<file path="src/rtl/dino_pkg.sv">
// Shared types and default physics constants for the dino motion slice.
// Imported by the motion controller, its interface and the tick generator users.
package dino_pkg;

  localparam int Y_W = 10;
  localparam int V_W = 8;
  localparam int H_W = 6;

  localparam int DEF_TICK_DIV = 2_000_000;
  localparam int DEF_X_POS    = 30;
  localparam int DEF_GROUND   = 370;
  localparam int DEF_MIN_H    = 200;
  localparam int DEF_V_JUMP   = 9;
  localparam int DEF_GRAV     = 1;
  localparam int DEF_V_MAX    = 8;
  localparam int DEF_HOLD_MAX = 6;
  localparam int DEF_H_STAND  = 40;
  localparam int DEF_H_DUCK   = 24;

  typedef enum logic [1:0] {
    ST_RUN  = 2'd0,
    ST_RISE = 2'd1,
    ST_FALL = 2'd2,
    ST_DUCK = 2'd3
  } motion_state_t;

  // Saturate a signed candidate position into [lo, hi] so the screen y never wraps.
  function automatic logic [Y_W-1:0] clamp_y(input logic signed [Y_W:0] v,
                                             input logic signed [Y_W:0] lo,
                                             input logic signed [Y_W:0] hi);
    if (v <= lo)      return lo[Y_W-1:0];
    else if (v >= hi) return hi[Y_W-1:0];
    else              return v[Y_W-1:0];
  endfunction

endpackage

</file>
<file path="src/rtl/dino_motion_if.sv">
// Control/status bundle between keyboard decoder, dino motion and sprite/collision logic.
// The slave side is the motion controller; the master side drives keys and reads position.
interface dino_motion_if;
  import dino_pkg::*;

  logic            freeze;
  logic            jump_op;
  logic            jump_hold;
  logic            duck_op;
  logic [Y_W-1:0]  dino_x;
  logic [Y_W-1:0]  dino_y;
  logic [H_W-1:0]  dino_h;
  motion_state_t   state;
  logic            landed;

  modport master (
    output freeze, jump_op, jump_hold, duck_op,
    input  dino_x, dino_y, dino_h, state, landed
  );

  modport slave (
    input  freeze, jump_op, jump_hold, duck_op,
    output dino_x, dino_y, dino_h, state, landed
  );

endinterface

</file>
<file path="src/rtl/dino_motion_tick_gen.sv">
// Free-running divider producing a one-clk physics tick every TICK_DIV cycles.
// Shared with the obstacle and score blocks so all game objects step together.
module tick_gen #(
  parameter int TICK_DIV = 2_000_000
) (
  input  logic clk,
  input  logic rst,
  output logic tick
);

  localparam int CW = (TICK_DIV > 2) ? $clog2(TICK_DIV) : 1;
  localparam logic [CW-1:0] LAST = CW'(TICK_DIV - 1);

  logic [CW-1:0] cnt;

  assign tick = (cnt == LAST);

  // NOTE: sequential state is written with non-blocking assignments so every
  // flop samples the pre-edge values regardless of block ordering.
  always_ff @(posedge clk) begin
    if (rst)       cnt <= '0;
    else if (tick) cnt <= '0;
    else           cnt <= cnt + 1'b1;
  end

endmodule

</file>
<file path="src/rtl/dino_motion.sv">
// Dino vertical motion: velocity/gravity physics, hold-to-extend jump, duck, fast-fall
// and freeze. Physics steps once per tick; all outputs are registered.
module dino_motion
  import dino_pkg::*;
#(
  parameter int TICK_DIV = DEF_TICK_DIV,
  parameter int X_POS    = DEF_X_POS,
  parameter int GROUND   = DEF_GROUND,
  parameter int MIN_H    = DEF_MIN_H,
  parameter int V_JUMP   = DEF_V_JUMP,
  parameter int GRAV     = DEF_GRAV,
  parameter int V_MAX    = DEF_V_MAX,
  parameter int HOLD_MAX = DEF_HOLD_MAX,
  parameter int H_STAND  = DEF_H_STAND,
  parameter int H_DUCK   = DEF_H_DUCK
) (
  input  logic           clk,
  input  logic           rst,
  dino_motion_if.slave   dm
);

  localparam int HC_W = (HOLD_MAX > 1) ? $clog2(HOLD_MAX + 1) : 1;

  localparam logic signed [Y_W:0]  GROUND_S = (Y_W+1)'(GROUND);
  localparam logic signed [Y_W:0]  MIN_S    = (Y_W+1)'(MIN_H);
  localparam logic [Y_W-1:0]       GROUND_Y = Y_W'(GROUND);
  localparam logic [Y_W-1:0]       X_Y      = Y_W'(X_POS);
  localparam logic signed [V_W:0]  GRAV_S   = (V_W+1)'(GRAV);
  localparam logic signed [V_W:0]  GRAV2_S  = (V_W+1)'(2 * GRAV);
  localparam logic signed [V_W:0]  VMAX_S   = (V_W+1)'(V_MAX);
  localparam logic [V_W-1:0]       VJ_UP    = V_W'(-V_JUMP);
  localparam logic [HC_W-1:0]      HOLD_LIM = HC_W'(HOLD_MAX);
  localparam logic [H_W-1:0]       HS_V     = H_W'(H_STAND);
  localparam logic [H_W-1:0]       HD_V     = H_W'(H_DUCK);

  logic tick;

  tick_gen #(.TICK_DIV(TICK_DIV)) u_tick (
    .clk  (clk),
    .rst  (rst),
    .tick (tick)
  );

  motion_state_t        st_q, st_n;
  logic [Y_W-1:0]       y_q, y_n;
  logic [V_W-1:0]       vy_q, vy_n;
  logic [HC_W-1:0]      hc_q, hc_n;
  logic [H_W-1:0]       h_q, h_n;
  logic                 land_q, land_n;

  logic signed [Y_W:0]  y_sum;
  logic signed [V_W:0]  vy_wide, vy_grav, vy_fall, vy_upd;

  // NOTE: every variable gets a default at the top of the block so no path
  // leaves one unassigned and no latch is inferred.
  always_comb begin
    st_n    = st_q;
    y_n     = y_q;
    vy_n    = vy_q;
    hc_n    = hc_q;
    land_n  = 1'b0;
    vy_upd  = '0;

    // vy is two's complement, negative = up; widen by one bit before summing.
    vy_wide = $signed({vy_q[V_W-1], vy_q});
    vy_grav = vy_wide + GRAV_S;
    vy_fall = vy_wide + (dm.duck_op ? GRAV2_S : GRAV_S);
    y_sum   = $signed({1'b0, y_q}) + $signed({{(Y_W+1-V_W){vy_q[V_W-1]}}, vy_q});

    if (tick && !dm.freeze) begin
      unique case (st_q)
        ST_RUN, ST_DUCK: begin
          y_n = GROUND_Y;
          if (dm.jump_op) begin
            st_n = ST_RISE;
            vy_n = VJ_UP;
            hc_n = '0;
          end else if (st_q == ST_RUN && dm.duck_op) begin
            st_n = ST_DUCK;
          end else if (st_q == ST_DUCK && !dm.duck_op) begin
            st_n = ST_RUN;
          end
        end

        ST_RISE: begin
          y_n = clamp_y(y_sum, MIN_S, GROUND_S);
          if (y_sum <= MIN_S || dm.duck_op) begin
            // Ceiling hit or duck pressed: kill upward speed and start falling.
            vy_n = '0;
            st_n = ST_FALL;
          end else begin
            // Once the key is released the extension is spent for this jump.
            if (dm.jump_hold && hc_q < HOLD_LIM) begin
              hc_n   = hc_q + 1'b1;
              vy_upd = vy_wide;
            end else begin
              hc_n   = HOLD_LIM;
              vy_upd = vy_grav;
            end
            vy_n = vy_upd[V_W-1:0];
            if (!vy_upd[V_W]) st_n = ST_FALL;
          end
        end

        ST_FALL: begin
          if (y_sum >= GROUND_S) begin
            y_n    = GROUND_Y;
            vy_n   = '0;
            land_n = 1'b1;
            st_n   = dm.duck_op ? ST_DUCK : ST_RUN;
          end else begin
            y_n  = clamp_y(y_sum, MIN_S, GROUND_S);
            vy_n = (vy_fall > VMAX_S) ? VMAX_S[V_W-1:0] : vy_fall[V_W-1:0];
          end
        end

        default: st_n = ST_RUN;
      endcase
    end

    h_n = (st_n == ST_DUCK) ? HD_V : HS_V;
  end

  always_ff @(posedge clk) begin
    if (rst) begin
      st_q   <= ST_RUN;
      y_q    <= GROUND_Y;
      vy_q   <= '0;
      hc_q   <= '0;
      h_q    <= HS_V;
      land_q <= 1'b0;
    end else begin
      st_q   <= st_n;
      y_q    <= y_n;
      vy_q   <= vy_n;
      hc_q   <= hc_n;
      h_q    <= h_n;
      land_q <= land_n;
    end
  end

  assign dm.dino_x = X_Y;
  assign dm.dino_y = y_q;
  assign dm.dino_h = h_q;
  assign dm.state  = st_q;
  assign dm.landed = land_q;

endmodule

</file>
<file path="src/flat_wrapper.sv">
// flat-port wrapper written by rule: the top's interface ports become plain ports
module dino_motion_flat import dino_pkg::*;
#(
  parameter int TICK_DIV = DEF_TICK_DIV,
  parameter int X_POS    = DEF_X_POS,
  parameter int GROUND   = DEF_GROUND,
  parameter int MIN_H    = DEF_MIN_H,
  parameter int V_JUMP   = DEF_V_JUMP,
  parameter int GRAV     = DEF_GRAV,
  parameter int V_MAX    = DEF_V_MAX,
  parameter int HOLD_MAX = DEF_HOLD_MAX,
  parameter int H_STAND  = DEF_H_STAND,
  parameter int H_DUCK   = DEF_H_DUCK
)
  (clk, rst, dm_freeze, dm_jump_op, dm_jump_hold, dm_duck_op, dm_dino_x, dm_dino_y, dm_dino_h, dm_state, dm_landed);
  dino_motion_if dm_i ();
  input  logic clk;
  input  logic rst;
  input wire logic [$bits(dm_i.freeze)-1:0] dm_freeze;
  input wire logic [$bits(dm_i.jump_op)-1:0] dm_jump_op;
  input wire logic [$bits(dm_i.jump_hold)-1:0] dm_jump_hold;
  input wire logic [$bits(dm_i.duck_op)-1:0] dm_duck_op;
  output wire logic [$bits(dm_i.dino_x)-1:0] dm_dino_x;
  output wire logic [$bits(dm_i.dino_y)-1:0] dm_dino_y;
  output wire logic [$bits(dm_i.dino_h)-1:0] dm_dino_h;
  output wire logic [$bits(dm_i.state)-1:0] dm_state;
  output wire logic [$bits(dm_i.landed)-1:0] dm_landed;
  assign dm_i.freeze = dm_freeze;
  assign dm_i.jump_op = dm_jump_op;
  assign dm_i.jump_hold = dm_jump_hold;
  assign dm_i.duck_op = dm_duck_op;
  assign dm_dino_x = dm_i.dino_x;
  assign dm_dino_y = dm_i.dino_y;
  assign dm_dino_h = dm_i.dino_h;
  assign dm_state = dm_i.state;
  assign dm_landed = dm_i.landed;
  dino_motion #(.TICK_DIV(TICK_DIV), .X_POS(X_POS), .GROUND(GROUND), .MIN_H(MIN_H), .V_JUMP(V_JUMP), .GRAV(GRAV), .V_MAX(V_MAX), .HOLD_MAX(HOLD_MAX), .H_STAND(H_STAND), .H_DUCK(H_DUCK)) u_core (.clk(clk), .rst(rst), .dm(dm_i));
endmodule
</file>
<file path="config.mk">
export PLATFORM = sky130hd
export DESIGN_NAME = dino_motion_flat
export DESIGN_NICKNAME = d
export VERILOG_FILES = /design/src/rtl/dino_pkg.sv /design/src/rtl/dino_motion_if.sv /design/src/rtl/dino_motion_tick_gen.sv /design/src/rtl/dino_motion.sv /design/src/flat_wrapper.sv
export SDC_FILE = /design/constraint.sdc
export NUM_CORES = 1
export LEC_CHECK = 0
export CORE_MARGIN = 3
export CORE_UTILIZATION = 45
export CTS_CLUSTER_DIAMETER = 80
export DETAILED_ROUTE_END_ITERATION = 6
export GPL_TIMING_DRIVEN = 0
export PLACE_DENSITY_LB_ADDON = 0.12
export SLEW_MARGIN = 5
export SYNTH_ARGS = -nofsm -noshare
export SYNTH_HDL_FRONTEND = slang
export SYNTH_SLANG_ARGS = --single-unit
</file>
<file path="constraint.sdc">
create_clock -name clk -period 3.3 [get_ports clk]
set_input_delay 0.33 -clock clk [delete_from_list [all_inputs] [get_ports clk]]
set_output_delay 0.33 -clock clk [all_outputs]
set_load 0.03 [all_outputs]
</file>
==> flow_summary_export.csv <==
group,metric,value,unit
setup_path,cp_max_fo,8,
synthesis,syn_area,3530,um^2
worst_hold_path,whs_path_depth,1,
floorplanning,die_area,8940,um^2
placement,gp_congestion,0.893,
layout,fin_area,4170,um^2
sta,setup_violations,0,
setup_path,cpMaxStageDelayCell,"clkdlybuf4s50_1",
sta,hold_slack,0.464,ns
setup_path,slowest_delay,0.66,ns
clocking,cts_buffer_depth,2,
synthesis,synth.avg_cell_area,7.79,um^2
setup_path,worstSetupEndpointType,"register",
layout,antennaDiodeCount,0,
floorplanning,die_h,94.5,um
clocking,htree_levels,2,
clocking,cts-root-buf,"clkbuf_8",
clocking,cts_buffers,5,
sta,clock_skew,0.0119,ns
setup_path,r2r_cells,12,
floorplanning,num_io_pins,35,
setup_path,r2r_end,"u_core.vy_q[2]",
setup_path,rrSetupSlack,0.13,ns
sta,hold_violations,0,
placement,portBuffers,20,
sta,worst_pin_slew,0.653,ns
layout,final_common_cell,"nor2_1",
setup_path,crit_type,"in -> reg",
layout,final_cell_mix,"nor2_1 (53), dfxtp_1 (44), nand2_1 (38)",
layout,nNetsFinal,528,
setup_path,startpoint_type,"input port",
setup_path,required,3.47,ns
placement,dpl_worst_slack,-0.318,ns
global_route,grt_pass1_wl,15600,um
sta,fin_crit,3.19,ns
setup_path,path_cells,"clkdlybuf4s50_1 > inv_1 > ha_1 > inv_1 > fa_1 > a32o_1 > a211oi_1 > o31ai_1 > a22o_1 > a311oi_1 > a211oi_1",
power,power.density,243,nW/um^2
sta,slew_viol_final,0,
drt,routed-via-count,3601,
worst_hold_path,holdCritPathClass,"reg -> reg",
placement,placed_area,3900,um^2
clocking,clk_latency,0.31,ns
drt,via_per_inst,5.99,
synthesis,ys.flop_type,"dfxtp_1",
power,leakagePower,1.55,nW
drt,routed_wl,9790,um
global_route,grt_max_degree,16,
drt,drc,0,
sta,max_freq,0.313,GHz
layout,drive_gt1_frac,0.129,
drt,dr.pass1.iters,5,
sta,post-route-period-util,0.968,
synthesis,synth_edf_count,0,
floorplanning,core,7410,um^2
power,irDropWorstVdd,231,uV
clocking,clk_pin_slew_worst_paths,0.10,ns
clocking,cts_tree,"yes",
global_route,grt_pass1_vias,3255,
drt,wl_per_cell,16.3,um
sta,fin_setup_tns,0,ns
synthesis,yosysUniqueCellTypes,69,
layout,area_growth,18.2,%
global_route,antenna_found_initial,0,
floorplanning,die_x,94.5,um
drt,dr.first_iter.drc_count,391,
setup_path,worstReg2RegStart,"u_core.vy_q[0]",
clocking,cts.sinks,47,
floorplanning,initial_utilization,0.476,
job,drv_cap,0,
worst_hold_path,worst_hold_path.endpoint,"u_core.u_tick.cnt[0]",
power,power.total,1.01,mW
placement,place.detailed.hpwl,7090,um
synthesis,seq_area_frac_synth,0.267,
synthesis,netlist_instances,453,
sta,slew_headroom,0.563,
status,status,"finished, final reports clean",
synthesis,yosys_register_bits,47,
synthesis,async_flop_share,0,
sta,fin_ws,0.106,ns
setup_path,arrival,3.36,ns
worst_hold_path,min-delay-start,"u_core.u_tick.cnt[0]",
floorplanning,rows,31,
drt,ant_nets,0,
layout,fillers,722,
synthesis,synth_warnings,0,
global_route,grt-ovfl-total,0,
global_route,grt.total_usage,0.217,
[logic make-up after synthesis]
group / Yosys count / synth area share
multiplexers: 1 / 0.00284
AO/OA/AOI/OAI: 133 / 0.278
adder cells (fa/ha/maj): 21 / 0.0788
flip-flops: 47 / 0.267
other: 2 / 0.00213
AND/OR/NAND/NOR: 165 / 0.225
XOR/XNOR: 27 / 0.0670
buffers and inverters: 57 / 0.0795
[flip-flops by register name, summed over array words and instances (netlist names), named ones only]
signal             flops
u_core.hc_q            3
u_core.dm.dino_h       2
u_core.dm.dino_y      10
u_core.dm.state        1
u_core.dm.landed       1
u_core.vy_q            8
u_core.u_tick.cnt     21
[final cells by class]
cell class                      instances  area [um^2]  area share
Buffer                                 30          184      0.0441
Multi-Input combinational cell        362         2460       0.591
Tap cell                               99          124      0.0297
Timing Repair Buffer                   28          260      0.0624
Inverter                               27          101      0.0243
Sequential cell                        47          947       0.227
Clock inverter                          2         16.3     0.00390
Clock buffer                            6         72.6      0.0174
[critical path, delay by kind of cell]
family | cells | cell delay (ns)
AOI/OAI and AO/OA | 6 | 1.39
buffers and inverters | 3 | 0.93
adders and majority gates | 2 | 0.71
[through the flow]
step            util  cells
3_5_place_dp   0.526    584
2_1_floorplan      -    465
4_1_cts        0.542    592
5_1_grt        0.563    601
3_3_place_gp   0.526    584
6_report       0.563    601
[how the worst max path moves through the flow]
stage | start | end | slack [ns]
floorplan | u_core.dm.dino_y[0] | u_core.dm.dino_y[0] | 0.14
global placement | u_core.vy_q[0] | u_core.dm.dino_h[5] | -0.29
detailed placement | u_core.vy_q[0] | u_core.vy_q[5] | -0.32
CTS | u_core.dm.dino_y[0] | u_core.dm.dino_h[5] | -0.003
global route | u_core.vy_q[4] | u_core.vy_q[4] | -0.04
finish | dm_duck_op | u_core.vy_q[2] | 0.11
[cells in the mapped netlist, drive strengths merged (4+ instances only)]
cell type,n,area [um^2]
nand3,19,95.1
inv,27,101
a21oi,30,154
nand2,39,149
or2,4,25.0
xnor2,14,123
nor4,4,25.0
a31oi,4,25.0
and2,4,25.0
buf,20,141
a211o,7,61.3
ha,19,238
a211oi,13,115
xor2,13,114
or3,6,37.5
a311oi,5,43.8
and3,5,31.3
o21ai,19,103
nand4,5,31.3
nand3b,4,30.0
nor2,54,205
clkbuf,10,37.5
o31ai,5,51.3
o211ai,9,67.6
dfxtp,47,941
nor3,8,40.0
[where the power goes]
part,switching [mW],internal [mW]
Sequential,0.00247,0.569
Combinational,0.0477,0.0246
Clock,0.215,0.153
Total,0.265,0.746
[per-layer routing]
metal | vias to the layer above | GRT usage | part of all wire
li1 | 1724 | - | -
met1 | 1694 | 0.298 | 0.45
met2 | 162 | 0.348 | 0.45
met3 | 21 | 0.0287 | 0.069
met4 | 0 | 0.0793 | 0.029
met5 | - | 0 | 0
[what timing repair did]
item,in CTS,in global routing
resized for setup,7,21
buffers inserted,0,8
hold buffers,0,0
endpoints found under the setup margin,22,21
pin swaps,1,10
endpoints found under the hold margin,0,0
gates cloned,0,1
Note: power is estimated with default switching activity, not from simulation.
